`config.mk`:
```
export PLATFORM = sky130hd
export DESIGN_NAME = fpu_arith_arbiter
export DESIGN_NICKNAME = d
export VERILOG_FILES = /design/src/rtl/fpu_arb_pkg.sv /design/src/rtl/fpu_arb_channel.sv /design/src/rtl/fpu_arith_arbiter.sv
export SDC_FILE = /design/constraint.sdc
export NUM_CORES = 1
export LEC_CHECK = 0
export CAP_MARGIN = 20
export CORE_AREA = 2 2 516 518
export CTS_BUF_LIST = sky130_fd_sc_hd__clkbuf_8
export CTS_CLUSTER_SIZE = 12
export DETAILED_ROUTE_END_ITERATION = 10
export DIE_AREA = 0 0 518 520
export PLACE_DENSITY_LB_ADDON = 0.05
export REMOVE_ABC_BUFFERS = 1
export SLEW_MARGIN = 10
export SYNTH_ARGS = -nofsm -noshare
export SYNTH_HDL_FRONTEND = slang
export SYNTH_SLANG_ARGS = --single-unit
```
`constraint.sdc`:
```
create_clock -name clk_i -period 1.6 [get_ports clk_i]
set_input_delay 0.32 -clock clk_i [delete_from_list [all_inputs] [get_ports clk_i]]
set_output_delay 0.32 -clock clk_i [all_outputs]
set_load 0.01 [all_outputs]
```
`src/rtl/fpu_arb_pkg.sv`:
```
// Shared types and helpers for the FPU arithmetic-unit arbiter.
package fpu_arb_pkg;

    localparam int MAX_REQ = 4;
    localparam int IDX_W   = 2;
    localparam int FP80_W  = 80;

    localparam logic [FP80_W-1:0] FP80_ZERO = '0;
    localparam logic              OP_MUL    = 1'b0;
    localparam logic              OP_DIV    = 1'b1;

    typedef enum logic [2:0] {
        IDLE    = 3'd0,
        ISSUE   = 3'd1,
        WAIT    = 3'd2,
        RESP    = 3'd3,
        RELEASE = 3'd4
    } chan_state_t;

    typedef struct packed {
        logic             vld;
        logic [IDX_W-1:0] idx;
    } rr_pick_t;

    // First asserted req at or after ptr, searching modulo n.
    function automatic rr_pick_t rr_pick(input logic [MAX_REQ-1:0] req,
                                         input logic [IDX_W-1:0]   ptr,
                                         input int                 n);
        rr_pick_t r;
        int       j;
        r = '0;
        for (int k = MAX_REQ - 1; k >= 0; k--) begin
            j = (int'(ptr) + k) % n;
            if (k < n && req[j[IDX_W-1:0]]) begin
                r.vld = 1'b1;
                r.idx = j[IDX_W-1:0];
            end
        end
        return r;
    endfunction

endpackage

```
`src/rtl/fpu_arb_channel.sv`:
```
// One round-robin arbitration channel in front of a shared external FP unit.
module fpu_arb_channel
    import fpu_arb_pkg::*;
#(
    parameter int NUM_REQ = 2,
    parameter int W       = 80,
    parameter int TIMEOUT = 255
) (
    input  logic                        clk_i,
    input  logic                        rst_ni,
    input  logic [NUM_REQ-1:0]          req_i,
    input  logic [NUM_REQ-1:0][W-1:0]   a_i,
    input  logic [NUM_REQ-1:0][W-1:0]   b_i,
    input  logic [NUM_REQ-1:0]          op_i,
    output logic                        ext_req_o,
    output logic [W-1:0]                ext_a_o,
    output logic [W-1:0]                ext_b_o,
    output logic                        ext_op_o,
    input  logic [W-1:0]                ext_result_i,
    input  logic                        ext_done_i,
    input  logic                        ext_invalid_i,
    output logic [W-1:0]                result_o,
    output logic [NUM_REQ-1:0]          done_o,
    output logic [NUM_REQ-1:0]          invalid_o,
    output logic                        busy_o
);

    localparam int GW   = $clog2(NUM_REQ);
    localparam int WD_W = (TIMEOUT < 2) ? 1 : $clog2(TIMEOUT + 1);
    localparam logic [WD_W-1:0] WD_LIM = WD_W'(TIMEOUT);

    chan_state_t        state_q, state_d;
    logic [GW-1:0]      ptr_q, grant_q, pick_idx;
    logic [W-1:0]       a_q, b_q, res_q, out_q;
    logic               op_q, ext_req_q, rinv_q, timeout;
    logic [WD_W-1:0]    wd_q;
    logic [NUM_REQ-1:0] done_q, inv_q, grant_oh;
    rr_pick_t           pick;

    always_comb pick = rr_pick(MAX_REQ'(req_i), IDX_W'(ptr_q), NUM_REQ);

    assign pick_idx = pick.idx[GW-1:0];
    assign grant_oh = NUM_REQ'(1) << grant_q;
    assign timeout  = (TIMEOUT != 0) && (wd_q == WD_LIM);

    // RELEASE never grants: it is the window in which the owner sees done and drops req.
    always_comb begin
        state_d = state_q;
        case (state_q)
            IDLE:    if (pick.vld) state_d = ISSUE;
            ISSUE:   state_d = WAIT;
            WAIT:    if (ext_done_i || timeout) state_d = RESP;
            RESP:    state_d = RELEASE;
            RELEASE: state_d = IDLE;
            default: state_d = IDLE;
        endcase
    end

    always_ff @(posedge clk_i or negedge rst_ni) begin
        if (!rst_ni) begin
            state_q   <= IDLE;
            ptr_q     <= '0;
            grant_q   <= '0;
            a_q       <= '0;
            b_q       <= '0;
            op_q      <= 1'b0;
            ext_req_q <= 1'b0;
            wd_q      <= '0;
            res_q     <= '0;
            rinv_q    <= 1'b0;
            out_q     <= '0;
            done_q    <= '0;
            inv_q     <= '0;
        end else begin
            state_q   <= state_d;
            ext_req_q <= (state_q == ISSUE);
            done_q    <= '0;
            inv_q     <= '0;
            out_q     <= '0;
            case (state_q)
                IDLE: if (pick.vld) begin
                    grant_q <= pick_idx;
                    a_q     <= a_i[pick_idx];
                    b_q     <= b_i[pick_idx];
                    op_q    <= op_i[pick_idx];
                end
                ISSUE: wd_q <= '0;
                // A unit done on the timeout cycle takes priority over the abort.
                WAIT: if (ext_done_i) begin
                    res_q  <= ext_result_i;
                    rinv_q <= ext_invalid_i;
                end else if (timeout) begin
                    res_q  <= W'(FP80_ZERO);
                    rinv_q <= 1'b1;
                end else if (wd_q != '1) begin
                    wd_q <= wd_q + 1'b1;
                end
                RESP: begin
                    done_q <= grant_oh;
                    inv_q  <= grant_oh & {NUM_REQ{rinv_q}};
                    out_q  <= res_q;
                    ptr_q  <= (grant_q == GW'(NUM_REQ - 1)) ? '0 : grant_q + 1'b1;
                end
                default: ;
            endcase
        end
    end

    assign ext_req_o = ext_req_q;
    assign ext_a_o   = a_q;
    assign ext_b_o   = b_q;
    assign ext_op_o  = op_q;
    assign result_o  = out_q;
    assign done_o    = done_q;
    assign invalid_o = inv_q;
    assign busy_o    = (state_q != IDLE);

endmodule

```
`src/rtl/fpu_arith_arbiter.sv`:
```
// Shares one add/sub unit and one mul/div unit among NUM_REQ FPU requesters.
module fpu_arith_arbiter
    import fpu_arb_pkg::*;
#(
    parameter int NUM_REQ = 2,
    parameter int W       = 80,
    parameter int TIMEOUT = 255
) (
    input  logic                 clk_i,
    input  logic                 rst_ni,
    input  logic [NUM_REQ-1:0]   as_req_i,
    input  logic [NUM_REQ*W-1:0] as_a_i,
    input  logic [NUM_REQ*W-1:0] as_b_i,
    input  logic [NUM_REQ-1:0]   as_sub_i,
    output logic [W-1:0]         as_result_o,
    output logic [NUM_REQ-1:0]   as_done_o,
    output logic [NUM_REQ-1:0]   as_invalid_o,
    input  logic [NUM_REQ-1:0]   md_req_i,
    input  logic [NUM_REQ-1:0]   md_op_i,
    input  logic [NUM_REQ*W-1:0] md_a_i,
    input  logic [NUM_REQ*W-1:0] md_b_i,
    output logic [W-1:0]         md_result_o,
    output logic [NUM_REQ-1:0]   md_done_o,
    output logic [NUM_REQ-1:0]   md_invalid_o,
    output logic                 ext_addsub_req_o,
    output logic [W-1:0]         ext_addsub_a_o,
    output logic [W-1:0]         ext_addsub_b_o,
    output logic                 ext_addsub_sub_o,
    input  logic [W-1:0]         ext_addsub_result_i,
    input  logic                 ext_addsub_done_i,
    input  logic                 ext_addsub_invalid_i,
    output logic                 ext_muldiv_req_o,
    output logic                 ext_muldiv_op_o,
    output logic [W-1:0]         ext_muldiv_a_o,
    output logic [W-1:0]         ext_muldiv_b_o,
    input  logic [W-1:0]         ext_muldiv_result_i,
    input  logic                 ext_muldiv_done_i,
    input  logic                 ext_muldiv_invalid_i,
    output logic [1:0]           busy_o
);

    logic as_busy, md_busy;

    fpu_arb_channel #(.NUM_REQ(NUM_REQ), .W(W), .TIMEOUT(TIMEOUT)) u_as (
        .clk_i        (clk_i),
        .rst_ni       (rst_ni),
        .req_i        (as_req_i),
        .a_i          (as_a_i),
        .b_i          (as_b_i),
        .op_i         (as_sub_i),
        .ext_req_o    (ext_addsub_req_o),
        .ext_a_o      (ext_addsub_a_o),
        .ext_b_o      (ext_addsub_b_o),
        .ext_op_o     (ext_addsub_sub_o),
        .ext_result_i (ext_addsub_result_i),
        .ext_done_i   (ext_addsub_done_i),
        .ext_invalid_i(ext_addsub_invalid_i),
        .result_o     (as_result_o),
        .done_o       (as_done_o),
        .invalid_o    (as_invalid_o),
        .busy_o       (as_busy)
    );

    fpu_arb_channel #(.NUM_REQ(NUM_REQ), .W(W), .TIMEOUT(TIMEOUT)) u_md (
        .clk_i        (clk_i),
        .rst_ni       (rst_ni),
        .req_i        (md_req_i),
        .a_i          (md_a_i),
        .b_i          (md_b_i),
        .op_i         (md_op_i),
        .ext_req_o    (ext_muldiv_req_o),
        .ext_a_o      (ext_muldiv_a_o),
        .ext_b_o      (ext_muldiv_b_o),
        .ext_op_o     (ext_muldiv_op_o),
        .ext_result_i (ext_muldiv_result_i),
        .ext_done_i   (ext_muldiv_done_i),
        .ext_invalid_i(ext_muldiv_invalid_i),
        .result_o     (md_result_o),
        .done_o       (md_done_o),
        .invalid_o    (md_invalid_o),
        .busy_o       (md_busy)
    );

    assign busy_o = {md_busy, as_busy};

endmodule

```
Yosys cells after proc, flatten, opt, wreduce, memory -nomap -nowiden
Index checks and enable logic that the tools add are counted.
{"block": "word_totals", "reg_bits": 680, "latch_bits": 0, "mem_bits_rw": 0, "mem_bits_ro": 0, "in_bits": 814, "n_memories": 0}
{"block": "classes", "n_addsub": 6, "multipliers": 0, "div_mod_pow": 0, "n_lt_le_gt_ge": 6, "eq_ne": 20, "shifts": 2, "muxes": 54, "n_bitwise": 4, "n_reduce_logical": 18}
{"op": "80-bit 2-to-1 mux", "n": 14}
{"op": "8-bit 2-to-1 mux", "n": 6}
{"op": "8-bit one-hot mux with 2 select lines", "n": 2}
{"op": "3-bit 2-to-1 mux", "n": 8}
{"op": "3-bit one-hot mux with 4 select lines", "n": 2}
{"op": "8-bit by 1-bit adder with 8-bit output (second input constant)", "n": 2}
{"op": "8-bit == test (second input constant)", "n": 2}
{"op": "1-bit 2-to-1 mux", "n": 16}
{"op": "8-bit != test (second input constant)", "n": 2}
{"op": "3-bit by 2-bit == test with 1-bit output (second input constant)", "n": 4}
{"op": "2-bit by 1-bit != test with 1-bit output (second input constant)", "n": 6}
{"op": "2-bit AND reduction", "n": 6}
{"op": "2-bit 2-to-1 mux", "n": 4}
{"op": "2-bit != test (second input constant)", "n": 4}
{"op": "4-bit AND reduction", "n": 2}
{"op": "2-bit nonzero test", "n": 4}
{"op": "3-bit by 1-bit == test with 1-bit output (second input constant)", "n": 2}
{"op": "3-bit zero test", "n": 2}
{"op": "1-bit by 3-bit < comparator with 1-bit output (second input constant)", "n": 2}
{"op": "2-bit by 3-bit < comparator with 1-bit output (second input constant)", "n": 2}
{"op": "3-bit nonzero test", "n": 2}
{"op": "1-bit adder (second input constant)", "n": 4}
{"op": "2-bit AND", "n": 2}
{"op": "1-bit binary-select mux with 2-bit select", "n": 2}
{"op": "other kinds (4)", "n": 8}

Longest topological paths before layout
Gate-level depths: netlist of the first run.
{"block": "logic_depth", "depth_word": 8, "mapped_depth": 7, "mapped_depth_nobuf": 5}

By module
A second synthesis of the first run with hierarchy kept.
{"block": "hier_totals", "cells_unflattened": 2260, "hier_area_um2": 27213.6}
{"mod": "fpu_arb_channel (u_md)", "instances": 1, "cells_each": 1129, "area_each_um2": 13694.4}
{"mod": "fpu_arb_channel (u_as)", "instances": 1, "cells_each": 1129, "area_each_um2": 13504.2}
{"mod": "fpu_arith_arbiter", "instances": 1, "cells_each": 2, "area_each_um2": 15.0}

Least setup slack after synthesis of the first run
Ideal clock, no wire load.
{"block": "synth_path", "path_type": "register to register", "startpoint": "register u_md.wd_q[0]", "endpoint": "register u_md.res_q[0]", "setup_time_ps": 65, "arrival_ps": 1612, "required_ps": 1535, "slack_ps": -77, "stages_incl_launch_ff": 8, "period_less_slack_ps": 1677, "path_cell_list": "dfrtp_1 -> ha_1 -> and3_1 -> a21oi_1 -> nand2b_1 -> buf_2 -> buf_2 -> a22o_1"}
{"block": "synth_between", "elab_chain_len": 3}
{"item": "from (decl)", "line_no": "fpu_arb_channel.sv:36", "text": "logic [WD_W-1:0] wd_q;"}
{"item": "from (signal assigned)", "line_no": "fpu_arb_channel.sv:96", "text": "wd_q <= wd_q + 1'b1;"}
{"item": "8-bit == test", "line_no": "fpu_arb_channel.sv:44", "text": "assign timeout = (TIMEOUT != 0) && (wd_q == WD_LIM);"}
{"item": "2-bit nonzero test (no line)"}
{"item": "2-bit AND reduction (no line)"}
{"item": "to (signal assigned)", "line_no": "fpu_arb_channel.sv:90", "text": "res_q <= ext_result_i;"}
{"item": "to (signal assigned)", "line_no": "fpu_arb_channel.sv:93", "text": "res_q <= W'(FP80_ZERO);"}
{"item": "to (decl)", "line_no": "fpu_arb_channel.sv:34", "text": "logic [W-1:0] a_q, b_q, res_q, out_q;"}
No other way between the ends.
A chain may end at the register's enable or synchronous reset.

Worst setup path after layout of the first run
{"block": "layout_path", "startpoint": "register u_md.state_q[1]", "endpoint": "output port busy_o[1]"}
{"block": "layout_between", "elab_chain_len": 1}
{"item": "from (decl)", "line_no": "fpu_arb_channel.sv:32", "text": "chan_state_t state_q, state_d;"}
{"item": "from (signal assigned)", "line_no": "fpu_arb_channel.sv:75", "text": "state_q <= state_d;"}
{"item": "3-bit nonzero test", "line_no": "fpu_arb_channel.sv:116", "text": "assign busy_o = (state_q != IDLE);"}
{"item": "to (decl)", "line_no": "fpu_arith_arbiter.sv:39", "text": "output logic [1:0] busy_o"}
No other way between the ends.

==> results of run 1 <==
## routing by layer
layer | GRT usage [%] | up-vias | wire [um]
met5 | 0 | - | 339
met4 | 2.92 | 52 | 3540
met3 | 5.47 | 288 | 15600
met2 | 23.1 | 997 | 94400
met1 | 15.2 | 13000 | 77000
li1 | - | 12700 | -
## through the flow
stage / utilization [%] / setup WS (ns) / std cells
finish: 22.6 / -0.549 / 8325
global route: 22.6 / -0.714 / 8315
CTS: 21.7 / -0.741 / 8174
detailed placement: 17.7 / -0.913 / 7195
global placement: 17.7 / -0.879 / 7195
floorplan: - / -9.99 / 2087
## worst paths after layout
kind                                       from  slack, ns  cells after the start                end
worst max-delay path            u_md.state_q[1]      -0.55                      2          busy_o[1]
worst min-delay path                 md_op_i[0]       0.14                      3      u_md.ext_op_o
worst max register to register  u_md.state_q[1]      -0.46                      8   u_md.ext_b_o[16]
worst min register to register   u_md.res_q[50]       0.45                      1  u_md.result_o[50]
max in group asynchronous                rst_ni       0.84                      4   u_as.ext_b_o[63]
min in group asynchronous                rst_ni       0.18                      3     u_as.res_q[61]
## worst min-delay path, cell delays in order
cell and delay [ns]:
clkdlybuf4s50_1 0.45, mux2i_1 0.10, o21ai_1 0.12
## cell usage after synthesis (all sizes together) (2+ instances only)
| library cell | number |
|---|---|
| nand4 | 3 |
| nor3 | 3 |
| and3 | 8 |
| a221o | 5 |
| a22o | 161 |
| dfrtp | 680 |
| nor3b | 2 |
| inv | 9 |
| or2 | 2 |
| clkbuf | 59 |
| o22a | 2 |
| and2 | 165 |
| buf | 103 |
| o21ai | 333 |
| o21bai | 2 |
| a31oi | 4 |
| ha | 2 |
| or3 | 2 |
| nand2 | 337 |
| a21oi | 5 |
| nor2b | 2 |
| nor2 | 13 |
| and3b | 2 |
| mux2i | 322 |
| nand2b | 2 |
| nand3 | 7 |
## where the power goes
| group | switching [mW] | total, mW | internal, mW |
|---|---|---|---|
| logic | 21.2 | 46.0 | 24.7 |
| registers | 4.62 | 28.8 | 24.2 |
| clock network | 9.86 | 21.4 | 11.6 |
## registers in the layout (all words and copies together), names as in the netlist, 2 cells and up
name and cells:
u_as.res_q 80, u_as.done_o 2, u_md.invalid_o 2, u_as.wd_q 8
u_md.ext_a_o 80, u_md.done_o 2, u_as.invalid_o 2, u_md.state_q 3
u_as.result_o 80, u_md.result_o 80, u_md.ext_b_o 80, u_as.state_q 3
u_as.ext_a_o 80, u_md.res_q 80, u_as.ext_b_o 80, u_md.wd_q 8
## cells by family after synthesis
| logic type | count (synthesis) |
|---|---|
| AOI/OAI and AO/OA | 520 |
| adders and majority gates | 2 |
| xor gates and xnor gates | 1 |
| muxes | 323 |
| DFF | 680 |
| buffers and inverters | 171 |
| and+or+nand+nor | 552 |
## final cells by class
cell class | instances | area share (%)
Antenna cell | 34 | 0.143
Clock buffer | 206 | 4.75
Multi-Input combinational cell | 1399 | 16.3
Sequential cell | 680 | 28.6
Tap cell | 3533 | 7.41
Timing Repair Buffer | 2394 | 42.1
Clock inverter | 70 | 0.661
Inverter | 9 | 0.0630
## timing repair
| action | 4_1_cts | 5_1_grt |
|---|---|---|
| gates resized for setup | 2755 | 178 |
| setup endpoints to repair | 1023 | 1042 |
| gates cloned | 11 | 50 |
| pin swaps | 42 | 38 |
| hold endpoints to repair | 1090 | 0 |
| buffers inserted | 79 | 73 |
| hold buffers | 613 | 0 |
==> results.md, run 1 <==
* Status: finished, violations left
* Failing checks: negative setup slack
* Tightest Hold Check Type: input port to flop
* Hold Violations, Final at 0
* Setup Skew at 0.0649 ns
* Core Region at 264,000 sq um
* Max_cap viols at 0
* Worst-path clk slew at 0.06 ns
* CP Buf/Inv Count at 1
* Die span in y at 520 um
* Worst VDD drop at 0.721 mV
* Dpl cell area at 46,700 sq um
* Die area at 269,000 sq um
* CP Class: flop to output port
* Total GRT Usage at 13.3%
* Post-Synth XOR/XNOR Area at 0.0322%
* Peak Freq at 465 MHz
* Post-synthesis adder-cell area fraction at 0.0920%
* Final min period at 2.15 ns
* #FFs+latches synth at 680
* CP Capture Type: output port
* Dpl hpwl at 144,000 um
* Root buffer cell: clkbuf_8
* Most frequent cells in the layout: clkdlybuf4s50_1 (812), dfrtp_1 (666), dlygate4sd3_1 (613)
* Synth warn at 0
* WL/cell at 22.9 um
* Cells along the critical path: or3_4 > buf_6
* Vias in the first global route at 29.2k
* P per Cell Area at 1610 nW/um^2
* Largest area contributor in the netlist: dfrtp_1
* Synth Area in Compound Gates at 12.2%
* Post-Synth Simple-Gate Area at 9.52%
* Num CTS Buffers at 158
* Setup WS post-layout at -0.549 ns
* Number of fill cells in the layout at 28.7k
* Row count at 189
* First-pass GRT wire length at 251,000 um
* Crit path arrival time at 1.83 ns
* Buffers on Ports at 1,307
* Worst path slowest cell: or3_4
* Required time worst endpoint at 1.28 ns
* Nets at 5,458
* TNS Setup at -155.64 ns
* Vias per cell at 3.25
* Average footprint of a synthesized cell at 12.1 sq um
* CP peak stage delay at 0.41 ns
* Mapped Cells at 2,249
* CP top delay family: simple AND/OR/NAND/NOR gates
* CTS tree: built
* Htree depth at 4
* Initial core utilization at 10.3%
* Hold Slack at 0.138 ns
* Most common cell after layout, fill and taps aside: clkdlybuf4s50_1
* Count of cell types in the netlist at 47
* Pre-antenna DRT Iters at 6
* Skew-Pair Late Insertion Delay at 0.91 ns
* Grt ovf at 0
* Crit start category: flop
* Final RePlAce weighted congestion at 0.761
* Post-synthesis sequential area ratio at 62.6%
* Reg area at 17,000 sq um
* 1st-iter DRT viols at 851
* Asr flop ratio synth at 100%
* Area of the multi-input gates at 9710 sq um
* Clk buf depth at 3
* Mux cell area share after synthesis at 11.9%
* Top cells by area, synth: dfrtp_1 (63%), mux2i_1 (12%), o21ai_1 (5.5%)
* Die width at 518 um
* Total power at 96.2 mW
* Via count at 27.1k
* P&R area growth vs syn at 119%
* Synthesized cell area at 27,200 sq um
* Final Cycle Share at 134%
* Drt drc at 0
* Area share of the largest cell type after synthesis at 62.6%
* EDFF count, synth at 0
* I/O pins at 1,308
* Worst rel slew slack at 63.6%
* Detailed Route WL at 191,000 um
* Final instance area at 59,600 sq um
* Worst-margin pin slew at 0.544 ns
* Largest net degree at the start of global routing at 71
* Unrepaired setup endpoints after global routing: true
* Share of cells above drive strength 1 at 27.6%
* Leakage power at 27.3 nW
* Initial antenna violation count at 88
* Count of final setup violators at 959
* Pins over their slew limit at 0
* Clock Sinks at 680
* Commonest register cell after synthesis: dfrtp_1
* CP max FO at 2
* Main combinational cell family by area after synthesis: compound AO/OA/AOI/OAI gates
* Routed Antenna Nets at 0
Note: power is estimated with default switching activity, not from simulation.
==> inputs of run 2 (changes only) <==
- CORE_AREA: 2 2 516 518 -> 2 2 507 509
- DIE_AREA: 0 0 518 520 -> 0 0 509 511
==> run 2 against run 1 <==
Against the previous run:
- non-clock buffer count up 51
- maximum frequency grew 0.14%
- the flow still finishes with violations (negative setup slack)
- clock power about the same
- final area grew 2.1%
- combinational power is 5.0% higher
==> results.md, run 2 (synthesis gave the netlist of run 1 again) <==
* CP top delay family: simple AND/OR/NAND/NOR gates
* Peak Freq at 466 MHz
* Core Region at 255,000 sq um
* Max_cap viols at 0
* Vias in the first global route at 28.9k
* Buffers on Ports at 1,307
* Drt drc at 0
* CP Class: flop to output port
* CTS tree: built
* Count of final setup violators at 936
* Most frequent cells in the layout: clkdlybuf4s50_1 (812), dfrtp_1 (663), dlygate4sd3_1 (627)
* Fin cells at 8,242
* Unrepaired setup endpoints after global routing: true
* Number of fill cells in the layout at 27.4k
* Num CTS Buffers at 159
* WL/cell at 23.6 um
* Largest net degree at the start of global routing at 94
* Grt ovf at 0
* Final Util at 23.8%
* Via count at 27.5k
* Worst path slowest cell: or3_4
* Die width at 509 um
* Pins over their slew limit at 0
* Worst-path clk slew at 0.07 ns
* CP Capture Type: output port
* Row count at 186
* Crit path arrival time at 1.83 ns
* Reg area at 17,000 sq um
* I/O pins at 1,308
* CP max FO at 2
* Worst VDD drop at 0.736 mV
* Setup Skew at 0.0505 ns
* First-pass GRT wire length at 250,000 um
* Initial antenna violation count at 99
* CP peak stage delay at 0.40 ns
* Total GRT Usage at 13.7%
* Die area at 260,000 sq um
* CP Buf/Inv Count at 1
* Cells along the critical path: or3_4 > buf_6
* P per Cell Area at 1620 nW/um^2
* Tightest Hold Check Type: input port to flop
* Required time worst endpoint at 1.28 ns
* Vias per cell at 3.33
* Leakage power at 27.7 nW
* P&R area growth vs syn at 124%
* Die span in y at 511 um
* Dpl hpwl at 144,000 um
* Skew-Pair Late Insertion Delay at 0.92 ns
* Status: finished, violations left
* Clk buf depth at 3
* Final Cycle Share at 134%
* Root buffer cell: clkbuf_8
* Crit start category: flop
* Hold Violations, Final at 0
* Share of cells above drive strength 1 at 29.7%
* Area of the multi-input gates at 10,300 sq um
* Clock Sinks at 680
* Initial core utilization at 10.6%
* Worst-margin pin slew at 0.662 ns
* Htree depth at 4
* Nets at 5,511
* Failing checks: negative setup slack
* Placed cell count at 7,027
* Most common cell after layout, fill and taps aside: clkdlybuf4s50_1
* Worst rel slew slack at 55.8%
* Pre-antenna DRT Iters at 5
* Final min period at 2.15 ns
* Final RePlAce weighted congestion at 0.771
* Setup WS post-layout at -0.546 ns
* Routed Antenna Nets at 0
* Detailed Route WL at 194,000 um
* 1st-iter DRT viols at 927
-- run 2: through the flow --
step           cell area, sq um  hold WS, ns  setup TNS, ns  setup WS [ns]  power (mW)
2_1_floorplan             26200       0.0244       -3462.13          -9.99        40.8
3_3_place_gp              46200        0.375        -181.99         -0.808        65.0
3_5_place_dp              46200        0.371        -181.82         -0.825        64.9
4_1_cts                   57000     0.000226        -222.32         -0.724        92.0
5_1_grt                   60800       0.0110        -244.76         -0.697         105
6_report                  60900        0.102        -135.17         -0.546        98.4
-- run 2: path summary, 6_finish.rpt --
kind                            startpoint                end  slack [ns]  depth (start not counted)
max                        u_md.state_q[1]          busy_o[1]       -0.55                          2
min                              md_b_i[4]    u_md.ext_b_o[4]        0.10                          3
max reg2reg                u_md.state_q[1]   u_md.ext_a_o[48]       -0.34                          7
min reg2reg                 u_md.res_q[69]  u_md.result_o[69]        0.47                          1
max in group asynchronous           rst_ni   u_as.ext_a_o[60]        0.80                          4
min in group asynchronous           rst_ni   u_as.ext_a_o[11]        0.16                          3
-- run 2: area by class of cell --
| cell class | count | share of cell area (%) |
|---|---|---|
| antenna | 45 | 0.185 |
| clock buffer | 190 | 4.30 |
| clock inverter | 89 | 0.950 |
| inverter | 9 | 0.0617 |
| multi-input combinational | 1400 | 16.9 |
| sequential | 680 | 28.0 |
| tap | 3384 | 6.96 |
| timing repair buffer | 2445 | 42.7 |
-- run 2: where the power goes --
group          internal (mW)  switching [mW]
Clock                   11.0            10.3
Sequential              24.2            4.59
Combinational           26.1            22.2
Total                   61.3            37.1
-- run 2: worst min-delay path, cell delays in order --
cell	delay [ns]
clkdlybuf4s50_1	0.44
mux2i_4	0.18
o21ai_2	0.06
-- run 2: timing repair --
item	4_1_cts	5_1_grt
hold buffers	627	0
endpoints found under the setup margin	986	1011
gates cloned	8	66
pin swaps	9	137
resized for setup	2860	360
setup buffers	82	129
hold endpoints to repair	1094	0
-- run 2: layer usage --
metal | vias to the layer above | global-route usage (%) | share of wire (%)
met5 | - | 0 | 0.17
met4 | 52 | 3.05 | 1.9
met1 | 13300 | 16.0 | 41
met3 | 311 | 5.55 | 8.5
met2 | 973 | 23.4 | 48
li1 | 12900 | - | -
==> inputs of run 3 (changes only) <==
- ABC_AREA: not set -> 0
==> results of run 3 <==
Final layout, timing and power as in run 2 (identical DEF).
